## src/rtl/alu_ctrl_pkg.sv

```systemverilog
// ============================================================================
// alu_ctrl_pkg : shared widths, op/state encodings and result-capture helper
// Revision     : 1.0
// ============================================================================
`default_nettype none

package alu_ctrl_pkg;

  localparam int DW = 4;
  localparam int RW = 5;

  localparam int FLAG_EQ = 0;
  localparam int FLAG_GT = 1;
  localparam int FLAG_LT = 2;

  // Encoding doubles as {select1, select0} towards the ALU.
  typedef enum logic [1:0] {
    OP_ADD = 2'b00,
    OP_SUB = 2'b01,
    OP_CMP = 2'b10,
    OP_AND = 2'b11
  } op_e;

  typedef enum logic [1:0] {
    ST_IDLE  = 2'd0,
    ST_ISSUE = 2'd1,
    ST_RESP  = 2'd2
  } state_e;

  // Bit 4 of the diff/and buses is not driven by the datapath, so it is masked.
  function automatic logic [RW-1:0] capture_result(input op_e           op,
                                                   input logic [RW-1:0] sum,
                                                   input logic [RW-1:0] diff,
                                                   input logic [RW-1:0] andv);
    logic [RW-1:0] res;
    res = '0;
    case (op)
      OP_ADD:  res = sum;
      OP_SUB:  res = {1'b0, diff[DW-1:0]};
      OP_AND:  res = {1'b0, andv[DW-1:0]};
      default: res = '0;
    endcase
    return res;
  endfunction

endpackage

`default_nettype wire

```

## src/rtl/rr_arb2.sv

```systemverilog
// ============================================================================
// rr_arb2  : two-way arbiter, round-robin on ptr_i or fixed priority to req0
// Revision : 1.0
// ============================================================================
`default_nettype none

module rr_arb2 #(
  parameter bit PRIO_FIXED = 1'b0
) (
  input  logic [1:0] valid_i,
  input  logic       ptr_i,
  output logic [1:0] grant_o
);

  always_comb begin
    grant_o = valid_i;
    if (valid_i == 2'b11) begin
      grant_o = (PRIO_FIXED || !ptr_i) ? 2'b01 : 2'b10;
    end
  end

endmodule

`default_nettype wire

```

## src/rtl/alu_req_sched.sv

```systemverilog
// ============================================================================
// alu_req_sched : shares one 4-bit ALU between two requesters, returns results
//                 on a valid/ready channel. ALU_STATS_EN adds handshake counters.
// Revision      : 1.0
// ============================================================================
`default_nettype none

module alu_req_sched
  import alu_ctrl_pkg::*;
#(
  parameter int SETTLE_CYCLES = 1,
  parameter bit PRIO_FIXED    = 1'b0
) (
  input  logic          clk,
  input  logic          rst,
  input  logic          req0_valid_i,
  output logic          req0_ready_o,
  input  logic [1:0]    req0_op_i,
  input  logic [DW-1:0] req0_a_i,
  input  logic [DW-1:0] req0_b_i,
  input  logic          req1_valid_i,
  output logic          req1_ready_o,
  input  logic [1:0]    req1_op_i,
  input  logic [DW-1:0] req1_a_i,
  input  logic [DW-1:0] req1_b_i,
  output logic          alu_select0_o,
  output logic          alu_select1_o,
  output logic [DW-1:0] alu_a_o,
  output logic [DW-1:0] alu_b_o,
  input  logic [RW-1:0] alu_sum_i,
  input  logic [RW-1:0] alu_diff_i,
  input  logic [RW-1:0] alu_and_i,
  input  logic          alu_eq_i,
  input  logic          alu_gt_i,
  input  logic          alu_lt_i,
`ifdef ALU_STATS_EN
  output logic [15:0]   stat_cnt0_o,
  output logic [15:0]   stat_cnt1_o,
`endif
  output logic          resp_valid_o,
  input  logic          resp_ready_i,
  output logic          resp_id_o,
  output logic [RW-1:0] resp_result_o,
  output logic [2:0]    resp_flags_o
);

  localparam logic [3:0] SETTLE_LAST = 4'(SETTLE_CYCLES - 1);

  state_e        state_q, state_d;
  logic          ptr_q, ptr_d;
  op_e           op_q, op_d;
  logic [DW-1:0] a_q, a_d;
  logic [DW-1:0] b_q, b_d;
  logic          id_q, id_d;
  logic [3:0]    cnt_q, cnt_d;
  logic [RW-1:0] res_q, res_d;
  logic [2:0]    flags_q, flags_d;
  logic [1:0]    w_grant;

  rr_arb2 #(
    .PRIO_FIXED (PRIO_FIXED)
  ) u_arb (
    .valid_i (({req1_valid_i, req0_valid_i})),
    .ptr_i   (ptr_q),
    .grant_o (w_grant)
  );

  always_ff @(posedge clk) begin
    if (rst) begin
      state_q <= ST_IDLE;
      ptr_q   <= 1'b0;
      op_q    <= OP_ADD;
      a_q     <= '0;
      b_q     <= '0;
      id_q    <= 1'b0;
      cnt_q   <= '0;
      res_q   <= '0;
      flags_q <= '0;
    end else begin
      state_q <= state_d;
      ptr_q   <= ptr_d;
      op_q    <= op_d;
      a_q     <= a_d;
      b_q     <= b_d;
      id_q    <= id_d;
      cnt_q   <= cnt_d;
      res_q   <= res_d;
      flags_q <= flags_d;
    end
  end

  always_comb begin
    state_d       = state_q;
    ptr_d         = ptr_q;
    op_d          = op_q;
    a_d           = a_q;
    b_d           = b_q;
    id_d          = id_q;
    cnt_d         = cnt_q;
    res_d         = res_q;
    flags_d       = flags_q;
    req0_ready_o  = 1'b0;
    req1_ready_o  = 1'b0;
    alu_select0_o = 1'b0;
    alu_select1_o = 1'b0;
    alu_a_o       = '0;
    alu_b_o       = '0;
    resp_valid_o  = 1'b0;

    case (state_q)
      ST_IDLE: begin
        req0_ready_o = w_grant[0];
        req1_ready_o = w_grant[1];
        if (|w_grant) begin
          id_d    = w_grant[1];
          op_d    = w_grant[1] ? op_e'(req1_op_i) : op_e'(req0_op_i);
          a_d     = w_grant[1] ? req1_a_i : req0_a_i;
          b_d     = w_grant[1] ? req1_b_i : req0_b_i;
          // Pointer always hands priority to the requester that just lost out.
          ptr_d   = ~w_grant[1];
          cnt_d   = '0;
          state_d = ST_ISSUE;
        end
      end
      ST_ISSUE: begin
        alu_select0_o = op_q[0];
        alu_select1_o = op_q[1];
        alu_a_o       = a_q;
        alu_b_o       = b_q;
        if (cnt_q == SETTLE_LAST) begin
          cnt_d   = '0;
          res_d   = capture_result(op_q, alu_sum_i, alu_diff_i, alu_and_i);
          flags_d = (op_q == OP_CMP) ? {alu_lt_i, alu_gt_i, alu_eq_i} : 3'b000;
          state_d = ST_RESP;
        end else begin
          cnt_d = cnt_q + 4'd1;
        end
      end
      ST_RESP: begin
        resp_valid_o = 1'b1;
        if (resp_ready_i) begin
          state_d = ST_IDLE;
        end
      end
      default: state_d = ST_IDLE;
    endcase
  end

  assign resp_id_o     = id_q;
  assign resp_result_o = res_q;
  assign resp_flags_o  = flags_q;

`ifdef ALU_STATS_EN
  logic        w_hs;
  logic [15:0] stat_cnt0_q, stat_cnt1_q;

  assign w_hs = resp_valid_o & resp_ready_i;

  always_ff @(posedge clk) begin
    if (rst) begin
      stat_cnt0_q <= '0;
      stat_cnt1_q <= '0;
    end else if (w_hs) begin
      if (!id_q && stat_cnt0_q != 16'hFFFF) stat_cnt0_q <= stat_cnt0_q + 16'd1;
      if (id_q && stat_cnt1_q != 16'hFFFF)  stat_cnt1_q <= stat_cnt1_q + 16'd1;
    end
  end

  assign stat_cnt0_o = stat_cnt0_q;
  assign stat_cnt1_o = stat_cnt1_q;
`endif

endmodule

`default_nettype wire

```

## config.mk

```make
export PLATFORM = sky130hd
export DESIGN_NAME = alu_req_sched
export DESIGN_NICKNAME = d
export VERILOG_FILES = /design/src/rtl/alu_ctrl_pkg.sv /design/src/rtl/rr_arb2.sv /design/src/rtl/alu_req_sched.sv
export SDC_FILE = /design/constraint.sdc
export NUM_CORES = 1
export LEC_CHECK = 0
export ABC_AREA = 0
export BUFFER_PORTS_ARGS = -buffer_cell sky130_fd_sc_hd__buf_2
export CAP_MARGIN = 15
export CORE_UTILIZATION = 30
export DETAILED_ROUTE_END_ITERATION = 16
export MAX_ROUTING_LAYER = met4
export PLACE_DENSITY = 0.65
export SYNTH_ARGS = -nofsm -noshare
export SYNTH_HDL_FRONTEND = slang
export SYNTH_SLANG_ARGS = --single-unit
```

## constraint.sdc

```tcl
create_clock -name clk -period 3.12 [get_ports clk]
set_input_delay 0.156 -clock clk [delete_from_list [all_inputs] [get_ports clk]]
set_output_delay 0.156 -clock clk [all_outputs]
set_load 0.02 [all_outputs]
```

==> results by group, run 1 <==
Outcome
  • Outcome: finished clean

Finish
  • Area grow syn2layout: 26.1%
  • N_diodes: 0
  • Final core utilization: 39.9%
  • Nets: 266
  • Cell area after layout: 0.00176 sq mm
  • Layout cell share with drive strength beyond 1: 35.9%
  • Commonest non-fill, non-tap cell in the layout: buf_2
  • Most frequent cells in the layout: 62 x buf_2, 26 x dfxtp_1, 16 x nand4_1, 16 x a21oi_1, 12 x o21ai_1

Min path
  • Hold EP: resp_flags_o[0]
  • Worst hold start: alu_eq_i
  • Hold/Removal Path Class: input port to register
  • Min-Delay Path Depth: 3

Setup path
  • CP Launch Type: register
  • WP data arrival: 1.58 ns
  • R2R Path End: cnt_q[2]
  • Crit Path Max Fanout: 24
  • WS Path Type: register to output pin
  • WP data required: 2.96 ns
  • R2R setup slack: 1.58 ns
  • Reg-to-reg startpoint: cnt_q[0]
  • Reg2reg path depth: 5
  • CP startpoint: state_q[0]
  • Critical path endpoint category: output pin

Clock network
  • Hold-fix buffers at CTS: 0
  • CTS sink count: 26
  • H-tree levels: 1
  • Worst skew pair latency: 0.27 ns
  • Post-CTS Setup Inserts: 0
  • Max Buffers Root-to-Sink: 2
  • Clock-pin slew on the worst setup and hold paths: 0.09 ns
  • CTS Buf Count: 3
  • CTS tree: done
  • Post_cts resized: 0
  • Clk root buf: clkbuf_8

Global route
  • Remaining Overflow, GRT: 0
  • Initial antenna violation count: 0
  • Pin count of the biggest net entering global routing: 27
  • Vias in the first global route: 1361
  • Global-route wire length before repair: 6180 um
  • GRT Total Usage: 15.5%

STA
  • Tmin final: 1.74 ns
  • Slew HR: 66.7%
  • Final period util: 55.7%
  • Final Hold Viols: 0
  • WHS: 0.137 ns
  • Achievable frequency: 0.576 GHz
  • Final Slew Violations: 0
  • Setup violators final: 0
  • RSZ-0062 raised after global routing: no
  • Final clock skew: 0.00225 ns
  • Setup_tns: 0 ns
  • Slew @ Worst Pin: 0.500 ns

Detailed routing
  • Routed vias: 1443
  • Detailed Route WL: 3640 um
  • Drt first pass iters: 4
  • Routed length per instance: 13.4 um
  • # DRC: 0
  • Via/cell ratio: 5.31
  • DR iter-0 viols: 63
  • Final ANT Viol Nets: 0

Pwr
  • Final Power: 0.000796 W
  • Max rail drop VDD: 274 uV
  • Leak: 0.764 nW
  • PD cells: 452 mW/mm^2

Logic synthesis
  • Synth top area share: 37.2%
  • Post-Syn Nets: 211
  • Yosys cell types: 37
  • Yosys Warn Count: 0
  • Synth top area cells: dfxtp_1 37%, nand4_1 7.2%, a21oi_1 5.7%
  • Cell count after synthesis: 166
  • Avg Inst Size Synth: 8.42 sq um
  • Sequential-to-total area share from yosys stat: 37.2%
  • Mapped Area: 0.00140 sq mm
  • Post-synthesis register bit count: 26
  • Yosys top cell by area: dfxtp_1

Floorplan
  • Die H: 70.3 um
  • Ports placed on the boundary: 65
  • Die ar.: 0.00494 sq mm
  • Core Region: 0.00441 sq mm
  • Starting Density: 31.7%
  • Std-Cell Rows: 24
  • Die width: 70.3 um

Placement
  • IO buf count: 62
  • Cell Area, Placed: 0.00171 sq mm
  • GP Congestion: 0.774
  • DPL Wire Length: 2540 um

Flow run
  • Max-cap violations: 0
[metal layers]
metal / track usage (%) / share of wire (%)
met1: 19.1 / 48
met2: 26.6 / 47
met5: - / 0
met3: 3.46 / 4.6
met4: 2.22 / 0.49
[synthesized netlist by cell type]
cell      instances
o21ai_1          12
a21oi_1          16
a211oi_2          1
buf_1             1
a211oi_1          3
a22oi_1           6
and2b_1           1
nor2_1            4
nor2b_1           2
and2b_2           1
mux2_2            4
nand4_1          16
o21ai_0           6
and2_1           10
nor2_2            2
a31oi_1           8
inv_1             6
ha_1              2
or2_2             1
dfxtp_1          26
nand3_1           9
buf_6             1
nand2_1           2
nand2b_1          1
o211ai_1          1
nor2_4            2
buf_2             7
or3_1             1
nor3_1            1
buf_4             1
a311oi_1          5
nor3b_4           1
or2b_1            1
or3b_1            1
nand2b_2          1
or2_1             1
clkbuf_1          2
[flip-flops by register name, indices dropped and copies added (netlist names)]
name,count
op_q,2
resp_result_o,5
a_q,4
resp_flags_o,3
cnt_q,4
b_q,4
resp_id_o,1
ptr_q,1
state_q,2
[cells by family after synthesis]
family	synth area share, %
muxes	3.22
AOI/OAI and AO/OA	25.2
buffers and inverters	6.27
DFF	37.2
adders and majority gates	1.79
and+or+nand+nor	26.3
[critical path: stages, from the launching register on]
cell	delay (ns)
dfxtp_1	0.48
and2b_2	0.48
and2_1	0.20
buf_2	0.16
[how the worst max path moves through the flow]
stage                             to  slack [ns]
after floorplan           state_q[0]        1.76
after global placement      cnt_q[2]        1.62
after detailed placement    cnt_q[2]        1.59
after CTS                 alu_b_o[0]        1.37
after global routing      alu_a_o[2]        1.27
final                     alu_a_o[2]        1.38
[where the power goes]
part / leakage, nW / internal [W] / total (W) / switching, W
clock network: 0.0288 / 0.000113 / 0.000216 / 0.000103
logic: 0.522 / 0.0000807 / 0.000200 / 0.000120
registers: 0.213 / 0.000358 / 0.000380 / 0.0000217
[through the flow]
| step | worst slack (ns) | instances |
|---|---|---|
| floorplan | 1.76 | 166 |
| global placement | 1.62 | 268 |
| detailed placement | 1.59 | 268 |
| CTS | 1.37 | 272 |
| global route | 1.27 | 272 |
| finish | 1.38 | 272 |
[area by class of cell]
cell class,instances,area [sq um]
multi-input cells,122,790
fillers,487,2650
clock buffers,4,55.1
repair buffers,62,310
inverters,6,22.5
flip-flops and latches,26,520
well taps,52,65.1
Power figures use the tool's default switching activity.
==> run 2: changes to the inputs <==
--- a/config.mk
+++ b/config.mk
@@ -11,7 +11,7 @@
 export CORE_UTILIZATION = 30
 export DETAILED_ROUTE_END_ITERATION = 16
 export MAX_ROUTING_LAYER = met4
-export PLACE_DENSITY = 0.65
+export PLACE_DENSITY = 0.67
 export SYNTH_ARGS = -nofsm -noshare
 export SYNTH_HDL_FRONTEND = slang
 export SYNTH_SLANG_ARGS = --single-unit
==> constraint.sdc (replaced) <==
create_clock -name clk -period 1.55 [get_ports clk]
set_input_delay 0.0775 -clock clk [delete_from_list [all_inputs] [get_ports clk]]
set_output_delay 0.0775 -clock clk [all_outputs]
set_load 0.02 [all_outputs]
==> run 2 against run 1 <==
Cell count grew 2.2%; die area is the same; largest cell class unchanged; global-route usage grew 0.53 points; clock-buffer cell count is the same; wire length grew 0.82%; sequential cell count is the same; sequential power grew 100%; total power grew 110%; core utilization grew 1.5 points; largest power group unchanged.
==> results by group, run 2 (synthesis gave the netlist of run 1 again) <==
Placement
  • DPL Wire Length: 2570 um
  • GP Congestion: 0.774
  • Pre-CTS setup slack: 0.0366 ns
  • Dpl cells: 269
  • IO buf count: 62

Clock network
  • Worst skew pair latency: 0.27 ns
  • CTS Buf Count: 3
  • CTS tree: done
  • Clock-pin slew on the worst setup and hold paths: 0.09 ns
  • Max Buffers Root-to-Sink: 2
  • CTS sink count: 26
  • Hold-fix buffers at CTS: 0
  • Clk root buf: clkbuf_8
  • H-tree levels: 1

Setup path
  • Reg-to-reg startpoint: cnt_q[0]
  • CP Launch Type: register
  • Critical Path Stages: 3
  • Crit Path Max Fanout: 12
  • WP data arrival: 1.38 ns
  • WS Path Type: register to output pin
  • Top delay family on crit path: flip-flops
  • R2R setup slack: 0.14 ns
  • Critical path endpoint category: output pin
  • WP data required: 1.47 ns
  • Reg2reg path depth: 5
  • Delay of the slowest cell on the worst path: 0.50 ns
  • R2R Path End: cnt_q[2]
  • Critical path buffers and inverters: 1
  • Slowest cell on crit path: dfxtp_1
  • Critical-path cell list: and2b_4, and2_1, buf_2

Pwr
  • Combinational Power Share: 26.2%
  • Flop pwr share: 46.9%
  • Sw Share: 30.9%
  • Sw power: 0.000506 W
  • PD cells: 896 mW/mm^2
  • Int Pwr: 0.00113 W
  • Clock share of power: 27.0%
  • Leak: 0.794 nW
  • Max rail drop VDD: 488 uV

STA
  • PnR worst setup slack: 0.0885 ns
  • Final period util: 94.3%
  • Final clock skew: 0.00191 ns
  • WHS: 0.0509 ns
  • Tmin final: 1.46 ns
  • Slew @ Worst Pin: 0.486 ns
  • RSZ-0062 raised after global routing: no
  • Final Slew Violations: 0
  • Setup_tns: 0 ns
  • Final Hold Viols: 0
  • Setup violators final: 0
  • Slew HR: 67.6%
  • Achievable frequency: 0.684 GHz

Outcome
  • Outcome: finished clean

Floorplan
  • Die width: 70.3 um
  • Die H: 70.3 um
  • Die ar.: 0.00494 sq mm
  • Std-Cell Rows: 24
  • Starting Density: 31.7%
  • Core Region: 0.00441 sq mm
  • Ports placed on the boundary: 65

Detailed routing
  • Metal3 WL: 240 um
  • Met2 wire length: 1780 um
  • Final ANT Viol Nets: 0
  • Met1 Wirelength: 1610 um
  • Routed vias: 1472
  • Routed length per instance: 13.2 um
  • # DRC: 0
  • Max layer used: met4
  • Drt first pass iters: 4
  • Via/cell ratio: 5.29
  • DR iter-0 viols: 58
  • Detailed Route WL: 3670 um

Global route
  • GRT Total Usage: 16.1%
  • Global-route wire length before repair: 6310 um
  • Remaining Overflow, GRT: 0
  • Vias in the first global route: 1406
  • Pin count of the biggest net entering global routing: 27
  • Initial antenna violation count: 0

Finish
  • Layout cell share with drive strength beyond 1: 38.5%
  • Area grow syn2layout: 30.8%
  • N_diodes: 0
  • Nets: 272
  • Final cell count without fillers: 278
  • Commonest non-fill, non-tap cell in the layout: buf_2
  • Largest register FFs: 5
  • Most frequent cells in the layout: 62 x buf_2, 25 x dfxtp_1, 16 x nand4_1, 16 x a21oi_1, 12 x o21ai_1

Flow run
  • Max-cap violations: 0

Min path
  • Min-Delay Path Depth: 3
  • Worst hold start: alu_sum_i[4]
  • Hold EP: resp_result_o[4]
  • Hold/Removal Path Class: input port to register
==> run 2: area by class of cell <==
type,instances,area [sq um]
fill,478,2590
clock buffer,4,55.1
tap,52,65.1
sequential,26,522
inverter,6,22.5
timing repair buffer,67,360
multi-input combinational,123,803
==> run 2: worst max path at each step <==
stage	from	to	slack, ns
floorplan	cnt_q[0]	state_q[0]	0.19
global placement	cnt_q[0]	cnt_q[2]	0.08
detailed placement	cnt_q[0]	cnt_q[2]	0.04
CTS	ptr_q	req1_ready_o	0.009
global route	state_q[1]	alu_a_o[1]	0.003
finish	state_q[1]	alu_a_o[2]	0.09
==> run 2: tightest hold or removal path: stages <==
cell	delay [ns]
buf_2	0.09
nand4_1	0.05
a21oi_1	0.06
==> run 2: through the flow <==
| step | power (W) | instance area (sq um) | util (%) |
|---|---|---|---|
| floorplan | 0.00106 | 1400 | - |
| global placement | 0.00119 | 1720 | 38.9 |
| detailed placement | 0.00119 | 1720 | 38.9 |
| CTS | 0.00166 | 1800 | 40.8 |
| global route | 0.00173 | 1830 | 41.4 |
| finish | 0.00164 | 1830 | 41.4 |
==> run 2: repair_timing <==
action                                 4_1_cts  5_1_grt
setup buffers                                3        1
endpoints found under the hold margin        0        0
gates resized for setup                      1        3
gates cloned                                 1        0
pin swaps                                    1        0
setup endpoints to repair                   12       11
==> run 2: routing by layer <==
layer / vias to the layer above / GRT usage (%)
met5: - / -
met4: 0 / 3.11
met3: 6 / 3.90
met2: 56 / 27.3
li1: 743 / -
met1: 667 / 19.3
==> run 2: power groups by stage <==
stage	combinational [W]	clock (W)	sequential, W
after detailed placement	0.000408	0	0.000782
after CTS	0.000432	0.000457	0.000767
after global placement	0.000405	0	0.000781
after floorplan	0.000273	0	0.000787
final	0.000428	0.000442	0.000768
after global routing	0.000479	0.000473	0.000776
